--- src/rtl/rf_sequencer.sv ---
// rf_sequencer: instruction sequencer driving a register file / ALU datapath.
// Accepts one 16-bit instruction at a time through a valid/ready handshake,
// latches it into IR and steps through one to three EXEC states. Each state
// decodes the datapath controls from state and IR only.
//
// Ports
//   Clock, Reset           : rising-edge clock; synchronous active-low reset
//   Instr, InstrValid      : instruction input and its valid strobe
//   InstrReady             : high when idle and not in reset
//   OutASel, OutBSel       : register file read selects (0-3 R1-R4, 4-7 S1-S4)
//   FunSel                 : register file function code
//   RegSel, ScrSel         : active-low write enables (bit 3 = R1/S1)
//   AluFunSel              : ALU operation code
//   IMuxSel                : register file input source (0 ALU, 1 Imm)
//   Imm                    : zero-extended IR[9:0]
//   Busy, Done, Error      : status; Done/Error are registered one-cycle pulses
module rf_sequencer (
    input  logic        Clock,
    input  logic        Reset,
    input  logic [15:0] Instr,
    input  logic        InstrValid,
    output logic        InstrReady,
    output logic [2:0]  OutASel,
    output logic [2:0]  OutBSel,
    output logic [2:0]  FunSel,
    output logic [3:0]  RegSel,
    output logic [3:0]  ScrSel,
    output logic [3:0]  AluFunSel,
    output logic        IMuxSel,
    output logic [15:0] Imm,
    output logic        Busy,
    output logic        Done,
    output logic        Error
);

    localparam logic [2:0] FUN_DEC   = 3'b000;
    localparam logic [2:0] FUN_INC   = 3'b001;
    localparam logic [2:0] FUN_LOAD  = 3'b010;
    localparam logic [2:0] FUN_CLEAR = 3'b011;
    localparam logic [3:0] ALU_PASSA = 4'b0000;

    localparam logic [2:0] OP_NOP  = 3'b000;
    localparam logic [2:0] OP_LDI  = 3'b001;
    localparam logic [2:0] OP_MOV  = 3'b010;
    localparam logic [2:0] OP_ALU  = 3'b011;
    localparam logic [2:0] OP_INC  = 3'b100;
    localparam logic [2:0] OP_DEC  = 3'b101;
    localparam logic [2:0] OP_CLR  = 3'b110;
    localparam logic [2:0] OP_SWAP = 3'b111;

    // S4 doubles as the SWAP temporary
    localparam logic [2:0] IDX_S4 = 3'd7;

    typedef enum logic [1:0] {
        S_IDLE  = 2'd0,
        S_EXEC1 = 2'd1,
        S_EXEC2 = 2'd2,
        S_EXEC3 = 2'd3
    } state_e;

    state_e      state_q, state_d;
    logic [15:0] ir_q, ir_d;
    logic        done_q, done_d;
    logic        error_q, error_d;

    logic [2:0]  op, dst, src_a, src_b;
    logic [3:0]  alu_code;
    logic        swap_bad;
    logic        wr_en;
    logic [2:0]  wr_idx;
    logic [7:0]  en_n;

    assign op       = ir_q[15:13];
    assign dst      = ir_q[12:10];
    assign src_a    = ir_q[9:7];
    assign src_b    = ir_q[6:4];
    assign alu_code = ir_q[3:0];
    // SWAP touching S4 would clobber its own temporary: reject it
    assign swap_bad = (dst == IDX_S4) || (src_a == IDX_S4);

    // Next state, IR capture and status pulses
    always_comb begin
        state_d = state_q;
        ir_d    = ir_q;
        done_d  = 1'b0;
        error_d = 1'b0;
        case (state_q)
            S_IDLE: begin
                if (InstrValid) begin
                    ir_d    = Instr;
                    state_d = S_EXEC1;
                end
            end
            S_EXEC1: begin
                if (op == OP_SWAP && !swap_bad) begin
                    state_d = S_EXEC2;
                end else begin
                    state_d = S_IDLE;
                    done_d  = 1'b1;
                    error_d = (op == OP_SWAP);
                end
            end
            S_EXEC2: state_d = S_EXEC3;
            S_EXEC3: begin
                state_d = S_IDLE;
                done_d  = 1'b1;
            end
            default: state_d = S_IDLE;
        endcase
    end

    // Datapath control decode from state and IR
    always_comb begin
        OutASel   = 3'd0;
        OutBSel   = 3'd0;
        FunSel    = FUN_LOAD;
        AluFunSel = ALU_PASSA;
        IMuxSel   = 1'b0;
        wr_en     = 1'b0;
        wr_idx    = dst;
        case (state_q)
            S_EXEC1: begin
                case (op)
                    OP_NOP: wr_en = 1'b0;
                    OP_LDI: begin
                        IMuxSel = 1'b1;
                        wr_en   = 1'b1;
                    end
                    OP_MOV: begin
                        OutASel = src_a;
                        wr_en   = 1'b1;
                    end
                    OP_ALU: begin
                        OutASel   = src_a;
                        OutBSel   = src_b;
                        AluFunSel = alu_code;
                        wr_en     = 1'b1;
                    end
                    OP_INC: begin
                        FunSel = FUN_INC;
                        wr_en  = 1'b1;
                    end
                    OP_DEC: begin
                        FunSel = FUN_DEC;
                        wr_en  = 1'b1;
                    end
                    OP_CLR: begin
                        FunSel = FUN_CLEAR;
                        wr_en  = 1'b1;
                    end
                    OP_SWAP: begin
                        // S4 <- Dst
                        OutASel = dst;
                        wr_idx  = IDX_S4;
                        wr_en   = !swap_bad;
                    end
                    default: wr_en = 1'b0;
                endcase
            end
            S_EXEC2: begin
                // Dst <- SrcA
                OutASel = src_a;
                wr_idx  = dst;
                wr_en   = 1'b1;
            end
            S_EXEC3: begin
                // SrcA <- S4
                OutASel = IDX_S4;
                wr_idx  = src_a;
                wr_en   = 1'b1;
            end
            default: wr_en = 1'b0;
        endcase
    end

    // {RegSel, ScrSel} form one 8-bit active-low vector where index d maps
    // to bit 7-d; gating with Reset blocks writes combinationally in reset.
    always_comb begin
        en_n = 8'hFF;
        if (wr_en && Reset) begin
            en_n[3'd7 - wr_idx] = 1'b0;
        end
    end

    assign RegSel     = en_n[7:4];
    assign ScrSel     = en_n[3:0];
    assign Imm        = {6'b0, ir_q[9:0]};
    assign InstrReady = Reset && (state_q == S_IDLE);
    assign Busy       = (state_q != S_IDLE);
    assign Done       = done_q;
    assign Error      = error_q;

    always_ff @(posedge Clock) begin
        if (!Reset) begin
            state_q <= S_IDLE;
            ir_q    <= 16'h0000;
            done_q  <= 1'b0;
            error_q <= 1'b0;
        end else begin
            state_q <= state_d;
            ir_q    <= ir_d;
            done_q  <= done_d;
            error_q <= error_d;
        end
    end

endmodule

--- config.mk ---
export PLATFORM = sky130hd
export DESIGN_NAME = rf_sequencer
export DESIGN_NICKNAME = d
export VERILOG_FILES = /design/src/rtl/rf_sequencer.sv
export SDC_FILE = /design/constraint.sdc
export NUM_CORES = 1
export LEC_CHECK = 0
export ABC_CLOCK_PERIOD_IN_PS = 3560
export BUFFER_PORTS_ARGS = -buffer_cell sky130_fd_sc_hd__buf_2
export CAP_MARGIN = 10
export CORE_MARGIN = 5
export CORE_UTILIZATION = 25
export CTS_BUF_LIST = sky130_fd_sc_hd__clkbuf_8
export DETAILED_ROUTE_END_ITERATION = 7
export PLACE_DENSITY = 0.56
export SLEW_MARGIN = 25
export SYNTH_ARGS = -nofsm -noshare
export SYNTH_HDL_FRONTEND = slang
export SYNTH_SLANG_ARGS = --single-unit
--- constraint.sdc ---
create_clock -name Clock -period 3.56 [get_ports Clock]
set_clock_uncertainty 0.15 [all_clocks]
set_input_delay 0.712 -clock Clock [delete_from_list [all_inputs] [get_ports Clock]]
set_output_delay 0.712 -clock Clock [all_outputs]
set_load 0.01 [all_outputs]
==> metrics.txt <==
outcome=completed; P&R area growth vs syn=20.98%; fmax=~370 MHz; GR Util All Layers=10.38%; Synth area leader=dfxtp_1; grt ovf=0; setup violators final=0; vias per cell=about 4.5; number of buffers created by CTS=3; Post-Syn Area=between 0.001 and 0.0015 mm^2; CTS tree=done; CP arrival=between 1.5 and 2 ns; Slew headroom=60.28%; Place WS=1.114 ns; Post-Syn Instances=~180; initial antenna violation count=0; share of synthesized registers carrying an async set or reset=0%; fillcell total=approximately 600; H-tree depth=1; pwr dens=351.9 mW/mm^2; GP Congestion=just under 0.8; die width=82.11 um; Row Count=26; io pins=61; Worst Setup Start Kind=register; Finished Cell Area=0.001573 mm^2; count of hold-fix buffers inserted at cts=0; Sum Neg Setup Slack=0 ns; largest net degree at the start of global routing=22; drt drc=0; register area=approximately 400 um^2; CTS Buffer Depth=2; Synth Flop Type=dfxtp_1; synth unique cells=32; Leakage=0.6770 nW; RSZ-0062 raised after global routing=no; Post-CTS Setup Bufs=0; Reg clk slew, reported paths=about 0.080 ns; post-synth top area share=30.80%; Root Buffer=clkbuf_8; number of port buffers=53; worst-skew pair later-pin latency=approximately 0.26 ns; Die Y=82.11 um; Inserted Diodes=0; worst slew pin tran=between 0.5 and 0.6 ns; number of global-route vias before repair=around 1,100; first-pass GRT wire length=~5400 um; CORE AREA=slightly above 0.005 mm^2; sequential area share after synthesis=30.80%; largest cells by area after synthesis=dfxtp_1 31%, nand2_1 13%, buf_4 11%; synth warn=0; layout cells sized above 1=between 20 and 30%; final hold vios=0; #FFs+latches synth=20; most frequent cell after synthesis=nand2_1; CP max FO=20; Slew Limit Fails=0; classification of the worst setup path=register to output port; Final nets=about 230; worst vdd ir=around 0.20 mV; post-CTS sizing=0; Antenna Nets Post-Route=0; Multi-input gate area=around 730 um^2; setup slack after layout=roughly 0.83 ns; Tcrit/Tclk final=~77%; hold crit path type=register to register; Worst setup EP type=output port; DR vias=approximately 1,300; Sinks on Clock Net=20; DP Area=approximately 0.0015 mm^2; DPL Wire Length=about 2600 um; total detailed-routing wirelength=~3400 um; Initial DRC Count=96; number of synthesized flops with an enable pin=0; Max-cap violations=0; top cells by instance count after synthesis=46 x nand2_1, 20 x dfxtp_1, 19 x buf_4, 15 x a21boi_0, 10 x and2_1; WL/cell=roughly 12 um; die footprint=0.006742 mm^2; min Tclk post-route=2.733 ns; CP required=2.70 ns; drt first pass iters=4; Avg Cell Area, Syn=between 7 and 8 um^2; Initial Utilization=between 20 and 30%
-- per-stage QoR --
| stage | total power [mW] | hold slack (ns) | util (%) | std cells |
|---|---|---|---|---|
| 6_report | 0.5534 | 0.3274 | 30.99 | 283 |
| 5_1_grt | 0.5860 | 0.3625 | 30.99 | 283 |
| 2_1_floorplan | 0.3185 | 0.3023 | - | 181 |
| 4_1_cts | 0.5626 | 0.3335 | 30.99 | 283 |
| 3_3_place_gp | 0.3322 | 0.3122 | 29.59 | 279 |
| 3_5_place_dp | 0.3328 | 0.3214 | 29.59 | 279 |
-- cells in the final DEF, fill, tap and decap left out, types with 2 or more instances in the layout --
| cell | Yosys | layout |
|---|---|---|
| nand2b_1 | 2 | 2 |
| a21oi_1 | 6 | 6 |
| o22ai_1 | 2 | 2 |
| a22oi_1 | 3 | 3 |
| nor4b_1 | 2 | 2 |
| and2_1 | 10 | 10 |
| o21ai_0 | 8 | 8 |
| nand4b_1 | 2 | 2 |
| inv_1 | 3 | 3 |
| buf_2 | 4 | 53 |
| and4b_1 | 2 | 2 |
| clkbuf_8 | 0 | 3 |
| nand3_1 | 7 | 7 |
| nor3b_1 | 3 | 3 |
| dfxtp_1 | 20 | 20 |
| nor2_1 | 5 | 5 |
| nand2_1 | 46 | 46 |
| conb_1 | 1 | 7 |
| a21boi_0 | 15 | 15 |
| a21boi_1 | 2 | 2 |
-- critical path, stage by stage, from the launching register on --
cell and delay [ns]:
dfxtp_1 0.70, o31a_1 0.23, o21ai_0 0.15, a211oi_1 0.30, nand2_1 0.08, buf_2 0.15
-- cells by family after synthesis --
| logic type | share of synthesized area [%] |
|---|---|
| flip-flops | 30.80 |
| buffers and inverters | 14.82 |
| AO/OA/AOI/OAI | 20.60 |
| AND/OR/NAND/NOR | 33.49 |
| other | 0.2885 |
-- where the power goes --
part           leakage (nW)  switching, mW  internal [mW]  total, mW
Clock                0.0357         0.0765          0.150      0.227
Combinational         0.477         0.0411         0.0315     0.0725
Sequential            0.164         0.0187          0.236      0.254
Total                 0.677          0.136          0.417      0.553
-- per-layer routing --
layer | GRT usage, % | vias up | wire length (um)
li1 | - | 645 | -
met1 | 13.29 | 585 | 1553
met2 | 16.88 | 32 | 1640
met3 | 3.037 | 2 | 205
met4 | 2.990 | 0 | 30
met5 | 0 | - | 0
-- path summary, 6_finish.rpt --
path         startpoint         to  slack, ns  cells past startpoint
min             ir_q[2]    ir_q[2]       0.33                      2
max          state_q[0]  ScrSel[0]       0.83                      5
max reg2reg  state_q[0]   ir_q[10]       1.77                      4
min reg2reg     ir_q[2]    ir_q[2]       0.33                      2
-- registers in the layout, indices dropped and copies added (netlist names), named ones only --
register,count
Done,1
state_q,1
Error,1
ir_q,16
-- layout make-up --
class	count	area share, %
clock buffer	3	2.625
clock inverter	1	1.909
inverter	3	0.7160
multi-input combinational	132	46.38
sequential	20	25.46
tap	70	5.569
timing repair buffer	54	17.34
No activity file was read; power rests on OpenSTA's default activity.
